<file path="config.mk">
export PLATFORM = sky130hd
export DESIGN_NAME = tdm_demux8
export DESIGN_NICKNAME = d
export VERILOG_FILES = /design/src/rtl/tdm_demux8.sv
export SDC_FILE = /design/constraint.sdc
export NUM_CORES = 1
export LEC_CHECK = 0
export BUFFER_PORTS_ARGS = -buffer_cell sky130_fd_sc_hd__buf_2
export CAP_MARGIN = 10
export CORE_ASPECT_RATIO = 0.6
export CORE_MARGIN = 4
export CORE_UTILIZATION = 40
export DETAILED_ROUTE_END_ITERATION = 6
export GPL_TIMING_DRIVEN = 0
export SYNTH_ARGS = -nofsm -noshare
export SYNTH_HDL_FRONTEND = slang
export SYNTH_SLANG_ARGS = --single-unit
</file>
<file path="constraint.sdc">
create_clock -name clk -period 4.3 [get_ports clk]
set_clock_uncertainty 0.15 [all_clocks]
set_input_delay 0.43 -clock clk [delete_from_list [all_inputs] [get_ports clk]]
set_output_delay 0.43 -clock clk [all_outputs]
set_load 0.005 [all_outputs]
</file>
<file path="src/rtl/tdm_demux8.sv">
// 8-slot TDM receive demultiplexer: gathers slots 0..7 into a shadow register and
// presents a full frame in parallel. Optional err_cnt output via TDM_DEMUX_ERR_CNT_EN.
module tdm_demux8 #(
  parameter int WIDTH = 1
) (
  input  logic               clk,
  input  logic               rst_n,
  input  logic [WIDTH-1:0]   din,
  input  logic               din_valid,
  input  logic               frame_sync,
  output logic [8*WIDTH-1:0] dout,
  output logic               dout_valid,
  output logic [2:0]         slot,
  output logic               locked,
  output logic               sync_err
`ifdef TDM_DEMUX_ERR_CNT_EN
  ,
  output logic [7:0]         err_cnt
`endif
);

  typedef enum logic {HUNT, LOCKED} state_t;

  state_t             state_reg;
  logic [2:0]         slot_reg;
  logic [8*WIDTH-1:0] dout_reg;
  logic               dout_valid_reg;
  logic               sync_err_reg;
  logic [WIDTH-1:0]   shadow_reg [0:6];
  logic [8*WIDTH-1:0] frame_next;
  logic               err_event;
  logic               store_event;

  // Early sync (mid-frame) and missing sync (at slot 0) both count as misalignment.
  assign err_event   = din_valid && (state_reg == LOCKED) &&
                       (frame_sync ? (slot_reg != 3'd0) : (slot_reg == 3'd0));
  assign store_event = din_valid && !frame_sync && (state_reg == LOCKED) && (slot_reg != 3'd0);

  genvar gi;
  generate
    for (gi = 0; gi < 7; gi++) begin : g_shadow
      logic wr_en;
      if (gi == 0) begin : g_first
        assign wr_en = din_valid && frame_sync;
      end else begin : g_rest
        assign wr_en = store_event && (slot_reg == 3'(gi));
      end

      always_ff @(posedge clk or negedge rst_n) begin
        if (!rst_n) begin
          shadow_reg[gi] <= '0;
        end else if (wr_en) begin
          shadow_reg[gi] <= din;
        end
      end

      assign frame_next[gi*WIDTH +: WIDTH] = shadow_reg[gi];
    end
  endgenerate

  // Slot 7 bypasses the shadow so the frame lands on dout one cycle after it arrives.
  assign frame_next[7*WIDTH +: WIDTH] = din;

  always_ff @(posedge clk or negedge rst_n) begin
    if (!rst_n) begin
      state_reg      <= HUNT;
      slot_reg       <= 3'd0;
      dout_reg       <= '0;
      dout_valid_reg <= 1'b0;
      sync_err_reg   <= 1'b0;
    end else begin
      dout_valid_reg <= 1'b0;
      sync_err_reg   <= err_event;
      if (din_valid) begin
        case (state_reg)
          HUNT: begin
            if (frame_sync) begin
              slot_reg  <= 3'd1;
              state_reg <= LOCKED;
            end
          end
          LOCKED: begin
            if (frame_sync) begin
              slot_reg <= 3'd1;
            end else if (slot_reg == 3'd0) begin
              state_reg <= HUNT;
            end else if (slot_reg == 3'd7) begin
              dout_reg       <= frame_next;
              dout_valid_reg <= 1'b1;
              slot_reg       <= 3'd0;
            end else begin
              slot_reg <= slot_reg + 3'd1;
            end
          end
          default: state_reg <= HUNT;
        endcase
      end
    end
  end

  assign dout       = dout_reg;
  assign dout_valid = dout_valid_reg;
  assign slot       = slot_reg;
  assign locked     = (state_reg == LOCKED);
  assign sync_err   = sync_err_reg;

`ifdef TDM_DEMUX_ERR_CNT_EN
  logic [7:0] err_cnt_reg;

  always_ff @(posedge clk or negedge rst_n) begin
    if (!rst_n) begin
      err_cnt_reg <= 8'd0;
    end else if (err_event && (err_cnt_reg != 8'hFF)) begin
      err_cnt_reg <= err_cnt_reg + 8'd1;
    end
  end

  assign err_cnt = err_cnt_reg;
`endif

endmodule

</file>
; After elaboration in Yosys (flattened, before gate mapping)
; Cells that the tools add are included.
[classes]
addsub = 1
eq_ne = 9
n_mux = 15
bitwise_logic = 3
reduce_logical = 17
[op_table]
columns = operator, n
row1 = $eq A3 B3 Y1 const B, 4
row2 = $logic_and A1 B1 Y1, 12
row3 = $mux W3, 4
row4 = $mux W1, 9
row5 = $eq A3 B2 Y1 const B, 2
row6 = $pmux W3 S2, 1
row7 = $reduce_and A5 Y1, 1
row8 = $add A3 B1 Y3 const B, 1
row9 = $eq A3 B1 Y1 const B, 1
row10 = $logic_not A3 Y1, 1
row11 = $ne A3 B3 Y1 const B, 1
row12 = $not A1 Y1, 3
row13 = $reduce_and A3 Y1, 1
row14 = $reduce_bool A3 Y1, 1
row15 = $ne A2 B2 Y1 const B, 1
row16 = $pmux W1 S2, 1
row17 = $logic_not A1 Y1, 1
[totals]
reg_bits = 21
input_bits = 5
out_inout_bits = 14
word_cells = 57

; Longest topological paths before layout
; Gate-level depths: netlist (run 1).
[depth]
depth_word = 6
depth_mapped = 7

; Worst setup path after synthesis (run 1)
; OpenSTA, ideal clock, no wires.
[synth_timing]
path_type = register to register
startpoint = register slot_reg[0] (netlist: slot[0])
endpoint = register dout_reg[0] (netlist: dout[0])
setup_time_ps = 125
arrival_ps = 1556
required_ps = 4025
path_slack_ps = 2469
stages_incl_launch_ff = 8
path_buffers = 1
synth_period_minus_slack_ps = 1831
cell_sequence = dfrtp_1 > inv_1 > ha_1 > nand2b_1 > buf_2 > ha_1 > nand4_4 > mux2_2
[synth_via]
elab_chain_cells = 3
elab_cells_between_ends = 4
classes_between = 1 x eq/ne / 1 x bitwise / 2 x reduce/logical
[synth_rtl]
columns = item, line
row1 = "start, declared", 25  ; logic [2:0] slot_reg;
row2 = "start signal, assigned", 92  ; slot_reg <= slot_reg + 3'd1;
row3 = $logic_not A3 Y1, 85  ; end else if (slot_reg == 3'd0) begin
row4 = $not A1 Y1 (no source line), --
row5 = $reduce_and A5 Y1 (no source line) *, --
row6 = "end signal, assigned", 88  ; dout_reg <= frame_next;
row7 = "end, declared", 26  ; logic [8*WIDTH-1:0] dout_reg;
; Every way passes the cells marked *; elsewhere a longest branch is shown, timed or not.
; A chain may end at the register's enable or synchronous reset.

; Final worst setup path (run 1)
[layout_timing]
startpoint = register slot_reg[0] (netlist: slot[0])
endpoint = register dout_reg[1] (netlist: dout[1])
; The elaborated chain is that of the path after synthesis.

==> flow_summary.json, run 1 <==
{
  "outcome": "finished, final reports clean",
  "cts_buffer_depth": 2,
  "clock.fmax_mhz": 500,
  "p_sw_mw": 0.201,
  "synth.distinct_cells": 25,
  "p_sw_share_pct": 32.2,
  "rsz0062_at_grt": "no",
  "start_util_pct": 44.6,
  "power_mw": 0.626,
  "power_frac_seq_pct": 46.3,
  "die_h_um": 47.3,
  "synthesis.nets": 95,
  "place_congestion": 0.716,
  "layout_worst_path_cycle_share_pct": 46.5,
  "antenna_found_initial": 0,
  "cap_violations": 0,
  "clock-sinks": 21,
  "synth_area_per_cell_sq_um": 12.7,
  "slew_headroom_pct": 67.5,
  "worst-path-max-fanout": 8,
  "post_layout_nonfiller_instances": 134,
  "synth_area_sq_um": 1030,
  "dp_hpwl_mm": 1.45,
  "synth_top_area_share_pct": 51.0,
  "p_per_area_nw_per_um2": 516,
  "power.leakage_nw": 0.644,
  "ctsHoldBuffers": 1,
  "cts_max_level": 1,
  "tightest_slew_ns": 0.488,
  "pin_count": 19,
  "synth_top_area_cell": "dfrtp_1",
  "grt-ovfl-total": 0,
  "io_buffers": 18,
  "grt_max_degree": 22,
  "clockRootBuffer": "clkbuf_8",
  "first_global_vias": 735,
  "final_util_pct": 52.5,
  "fin_crit_ns": 2.00,
  "clk_pin_slew_ns": 0.07,
  "hold_viol": 0,
  "cts-buffers-inserted": 3,
  "final_common_cell": "dfrtp_1",
  "r2r-start": "slot[0]",
  "nFillCells": 229,
  "worstSetupPathType": "flop to flop",
  "critPathLaunch": "slot[0]",
  "cp_top_family": "adder cells",
  "synth.ff_latch_count": 21,
  "slowest_stage": "dfrtp_1",
  "crit_path_frequent_cell": "ha_1",
  "yosysSeqAreaShare_pct": 51.0,
  "synthToLayoutAreaGrowth_pct": 17.7,
  "highest-signal-layer": "met4",
  "fin_nets": 119,
  "fin_setup_tns_ns": 0,
  "cp_cell_sequence": "inv_1, ha_1, nand2b_1, buf_2, ha_1, nand4_4, mux2_2",
  "ys_warn_count": 0,
  "largest_reg_flops": 8,
  "timing.critical_path.from_type": "flop",
  "endpoint_kind": "flop",
  "cp_data_required_time_ns": 4.29,
  "finalSetupViolations": 0,
  "row_count": 13,
  "most-common-layout-cells": "dfrtp_1, buf_2, mux2_2, ha_1",
  "netlist_top_cells_area": "dfrtp_1, ha_1, mux2_2",
  "clock_latency_ns": 0.26,
  "drive_gt1_share_pct": 34.6,
  "post_drt_wl_per_cell_um": 13.9,
  "worst_path_largest_cell_delay_ns": 0.42,
  "met3RoutedLength_um": 107,
  "max-vdd-ir-drop_mv": 0.218,
  "core_region_area_sq_um": 2310,
  "drt-initial-drc-count": 19,
  "viasPerCell": 5.17,
  "cts_setup_buffers": 0,
  "combPwrFrac_pct": 33.7,
  "cts.repair.resized": 0,
  "hp-start": "frame_sync",
  "drt_first_pass_iters": 4,
  "netlist_instances": 81,
  "wl_met2_um": 840,
  "worst-path-buf-inv": 2,
  "slew_viol_final": 0,
  "pwr-share-clk_pct": 20.0,
  "min_path_type": "input pin to flop",
  "dp.cells": 129,
  "crit_arrival_ns": 1.99,
  "die_area_sq_um": 3480,
  "p_int_mw": 0.424,
  "grt_pass1_wl_mm": 3.35,
  "tritoncts": "built",
  "die_w_um": 73.5,
  "finalWirelength_mm": 1.86,
  "wl_met1_um": 891,
  "drtAntennaViolNets": 0,
  "vias": 693,
  "drc": 0,
  "insertedDiodeCount": 0,
  "grt.total_usage_pct": 13.4
}
## final timing paths
check / endpoint / slack [ns] / cells after the start
setup / recovery: dout[1] / 2.30 / 7
min in group asynchronous: locked / 0.51 / 2
hold / removal: slot[2] / 0.31 / 2
hold reg to reg: frame_next[5] / 0.35 / 1
setup reg to reg: dout[1] / 2.30 / 7
max in group asynchronous: frame_next[6] / 3.15 / 2
## cells by family (layout without fill, tap and decap cells)
group,count (synthesis),count (layout),synth area share [%]
AOI/OAI and AO/OA,7,7,4.98
adders and majority gates,9,9,10.9
buffers and inverters,8,31,3.52
DFF,21,21,51.0
muxes,15,15,16.4
and+or+nand+nor,21,21,13.1
## metal layers
metal / vias to the layer above / GRT usage, %
li1: 331 / -
met1: 342 / 15.8
met2: 16 / 22.9
met3: 4 / 5.56
met4: 0 / 3.97
met5: - / 0
## power by group through the flow
stage / logic (mW) / clock network [mW] / registers, mW
final: 0.211 / 0.125 / 0.290
after global routing: 0.247 / 0.145 / 0.299
after CTS: 0.215 / 0.131 / 0.291
after detailed placement: 0.214 / 0 / 0.294
after global placement: 0.209 / 0 / 0.291
after floorplan: 0.141 / 0 / 0.291
## synth_stat cells, drive strengths merged
cell type / count
nor3b: 1
buf: 3
and3: 1
and3b: 1
nor2: 2
and2: 1
o211ai: 1
inv: 5
nand3: 6
a31o: 1
mux2: 15
a21oi: 1
a211o: 1
a32oi: 1
dfrtp: 21
and4bb: 1
nand4: 1
nand2: 5
and4b: 1
a31oi: 1
o22ai: 1
ha: 9
nand2b: 1
## through the flow
stage | hold WS (ns) | worst slack (ns) | instance area, sq um
6_report | 0.315 | 2.30 | 1210
5_1_grt | 0.308 | 2.15 | 1210
3_5_place_dp | 0.265 | 2.30 | 1160
3_3_place_gp | 0.262 | 2.31 | 1160
2_1_floorplan | -0.0156 | 2.47 | 1030
4_1_cts | 0.308 | 2.27 | 1210
## cell type report
cell class                 count  area [sq um]  share of cell area, %
buffer                         3          17.5                   1.44
clock buffer                   4          45.0                   3.72
inverter                       5          18.8                   1.55
multi-input combinational     52           468                   38.6
sequential                    21           526                   43.3
tap                           30          37.5                   3.10
timing repair buffer          19           100                   8.26
(Power assumes the default switching activity.)
==> inputs of run 2 (changes only) <==
--- a/config.mk
+++ b/config.mk
@@ -5,6 +5,7 @@
 export SDC_FILE = /design/constraint.sdc
 export NUM_CORES = 1
 export LEC_CHECK = 0
+export ABC_AREA = 1
 export BUFFER_PORTS_ARGS = -buffer_cell sky130_fd_sc_hd__buf_2
 export CAP_MARGIN = 10
 export CORE_ASPECT_RATIO = 0.6
==> constraint.sdc (replaced) <==
create_clock -name clk -period 2.1 [get_ports clk]
set_clock_uncertainty 0.15 [all_clocks]
set_input_delay 0.21 -clock clk [delete_from_list [all_inputs] [get_ports clk]]
set_output_delay 0.21 -clock clk [all_outputs]
set_load 0.005 [all_outputs]
==> flow_summary.json, run 2 <==
{
  "slew_headroom_pct": 68.6,
  "use_met1_pct": 16.9,
  "post_drt_wl_per_cell_um": 11.4,
  "cap_violations": 0,
  "die_area_sq_um": 3720,
  "insertedDiodeCount": 0,
  "synthToLayoutAreaGrowth_pct": 16.2,
  "grt.busiest_layer": "met2",
  "r2r_slack_ns": 0.27,
  "first_global_vias": 793,
  "clock-sinks": 21,
  "grt_max_degree": 22,
  "grt_pass1_wl_mm": 3.81,
  "fin_crit_ns": 1.83,
  "drt_first_pass_iters": 4,
  "start_util_pct": 43.2,
  "slew_viol_final": 0,
  "rsz0062_at_grt": "no",
  "clockRootBuffer": "clkbuf_8",
  "p_per_area_nw_per_um2": 1030,
  "most-common-layout-cells": "nand2_1, dfrtp_1, buf_2",
  "tightest_slew_ns": 0.470,
  "row_count": 14,
  "die_w_um": 76.1,
  "min_path_type": "input pin to flop",
  "vias": 852,
  "holdPathEnd": "dout_valid",
  "synth_area_per_cell_sq_um": 8.56,
  "viasPerCell": 4.63,
  "final_util_pct": 50.2,
  "cts_buffer_depth": 2,
  "grt-ovfl-total": 0,
  "clk_pin_slew_ns": 0.08,
  "cts_setup_buffers": 0,
  "synthArstFlopShare_pct": 100,
  "netlist_instances": 130,
  "largest_reg_flops": 8,
  "worstSetupPathType": "flop to flop",
  "hp-start": "din_valid",
  "dp_hpwl_mm": 1.62,
  "finalSetupViolations": 0,
  "power.leakage_nw": 0.771,
  "finalWirelength_mm": 2.10,
  "ys_top_cells_by_count": "nand2_1, dfrtp_1, inv_1",
  "io_buffers": 17,
  "ys.flop_type": "dfrtp_1",
  "endpoint_kind": "flop",
  "worst-path-max-fanout": 9,
  "cts-buffers-inserted": 3,
  "final_common_cell": "nand2_1",
  "yosysSeqAreaShare_pct": 47.2,
  "synth_edf_count": 0,
  "ff2ff_path_depth": 7,
  "grt_use_met3_pct": 5.54,
  "fin_nets": 167,
  "place_congestion": 0.754,
  "pin_count": 19,
  "netlist_top_cells_area": "dfrtp_1, nand2_1, ha_1",
  "synthesis.nets": 144,
  "timing.rr.end": "dout[1]",
  "r2r-start": "slot[0]",
  "synth_area_sq_um": 1110,
  "die_h_um": 48.8,
  "antenna_found_initial": 0,
  "timing.hold.ws_ns": 0.0650,
  "ys_warn_count": 0,
  "cp_data_required_time_ns": 2.10,
  "crit_arrival_ns": 1.83,
  "clock.fmax_mhz": 545,
  "hold_path_depth": 3,
  "layout_worst_path_cycle_share_pct": 87.3,
  "tritoncts": "built",
  "outcome": "finished, final reports clean",
  "grt.total_usage_pct": 12.7,
  "clock_latency_ns": 0.26,
  "core_region_area_sq_um": 2570,
  "synth.distinct_cells": 17,
  "max-vdd-ir-drop_mv": 0.419,
  "drive_gt1_share_pct": 20.4,
  "drt-initial-drc-count": 58,
  "synth.most_common_cell": "nand2_1",
  "hold_viol": 0,
  "synth_top_area_share_pct": 47.2,
  "use_met2_pct": 19.0,
  "drc": 0,
  "synth_top_area_cell": "dfrtp_1",
  "drtAntennaViolNets": 0,
  "synth.ff_latch_count": 21,
  "fin_setup_tns_ns": 0,
  "cts_max_level": 1,
  "timing.critical_path.from_type": "flop"
}
[run 2: cell count changes after synthesis, sizes merged, moves of 2 or more]
cell	previous run	this run
nand2	5	51
mux2	15	0
o21ai	0	12
inv	5	14
nor2	2	9
nand3	6	8
[run 2: power breakdown]
group          internal [mW]  switching (mW)  total [mW]
Sequential             0.498          0.0728       0.571
Clock                  0.135           0.129       0.265
Combinational          0.201           0.298       0.499
Total                  0.834           0.500        1.33
[run 2: stage by stage]
step / instance area [sq um] / worst slack, ns / instances / total power, mW
global placement: 1240 / 0.301 / 179 / 1.07
global route: 1290 / 0.101 / 184 / 1.47
CTS: 1290 / 0.252 / 184 / 1.35
finish: 1290 / 0.267 / 184 / 1.33
floorplan: 1110 / 0.481 / 130 / 0.930
detailed placement: 1240 / 0.249 / 179 / 1.08
[run 2: kinds of logic after synthesis]
logic type | after synthesis | synth area share [%]
flip-flops | 21 | 47.2
buffers and inverters | 18 | 8.44
AND/OR/NAND/NOR | 70 | 28.8
adder cells (fa/ha/maj) | 9 | 10.1
AO/OA/AOI/OAI | 12 | 5.40
[run 2: area by class of cell]
class	count	area [sq um]
Fill cell	246	1280
Sequential cell	21	526
Multi-Input combinational cell	91	493
Timing Repair Buffer	18	95.1
Inverter	14	55.1
Clock buffer	4	45.0
Tap cell	32	40.0
Buffer	4	38.8
[run 2: repair_timing]
item,CTS,global route
gates resized for setup,0,0
hold endpoints to repair,21,0
hold buffers,1,0
[run 2: worst max-delay path by stage]
stage,end,from
final,dout[1],slot[0]
after global routing,dout[0],slot[0]
after CTS,dout[1],slot[0]
after detailed placement,dout[1],slot[0]
after global placement,dout[1],slot[0]
after floorplan,dout[0],slot[0]
[run 2: routing by layer]
metal	wire length, um	share of wire (%)	vias up
li1	-	-	448
met1	1070	51	386
met2	904	43	16
met3	113	5.4	2
met4	8	0.38	0
met5	0	0	-
[run 2: critical path, cell delays in order (launching register included)]
cell     delay, ns
dfrtp_1       0.42
inv_1         0.10
ha_1          0.26
nand2_1       0.10
ha_1          0.14
nand2_1       0.23
o21ai_0       0.25
nand2_1       0.07
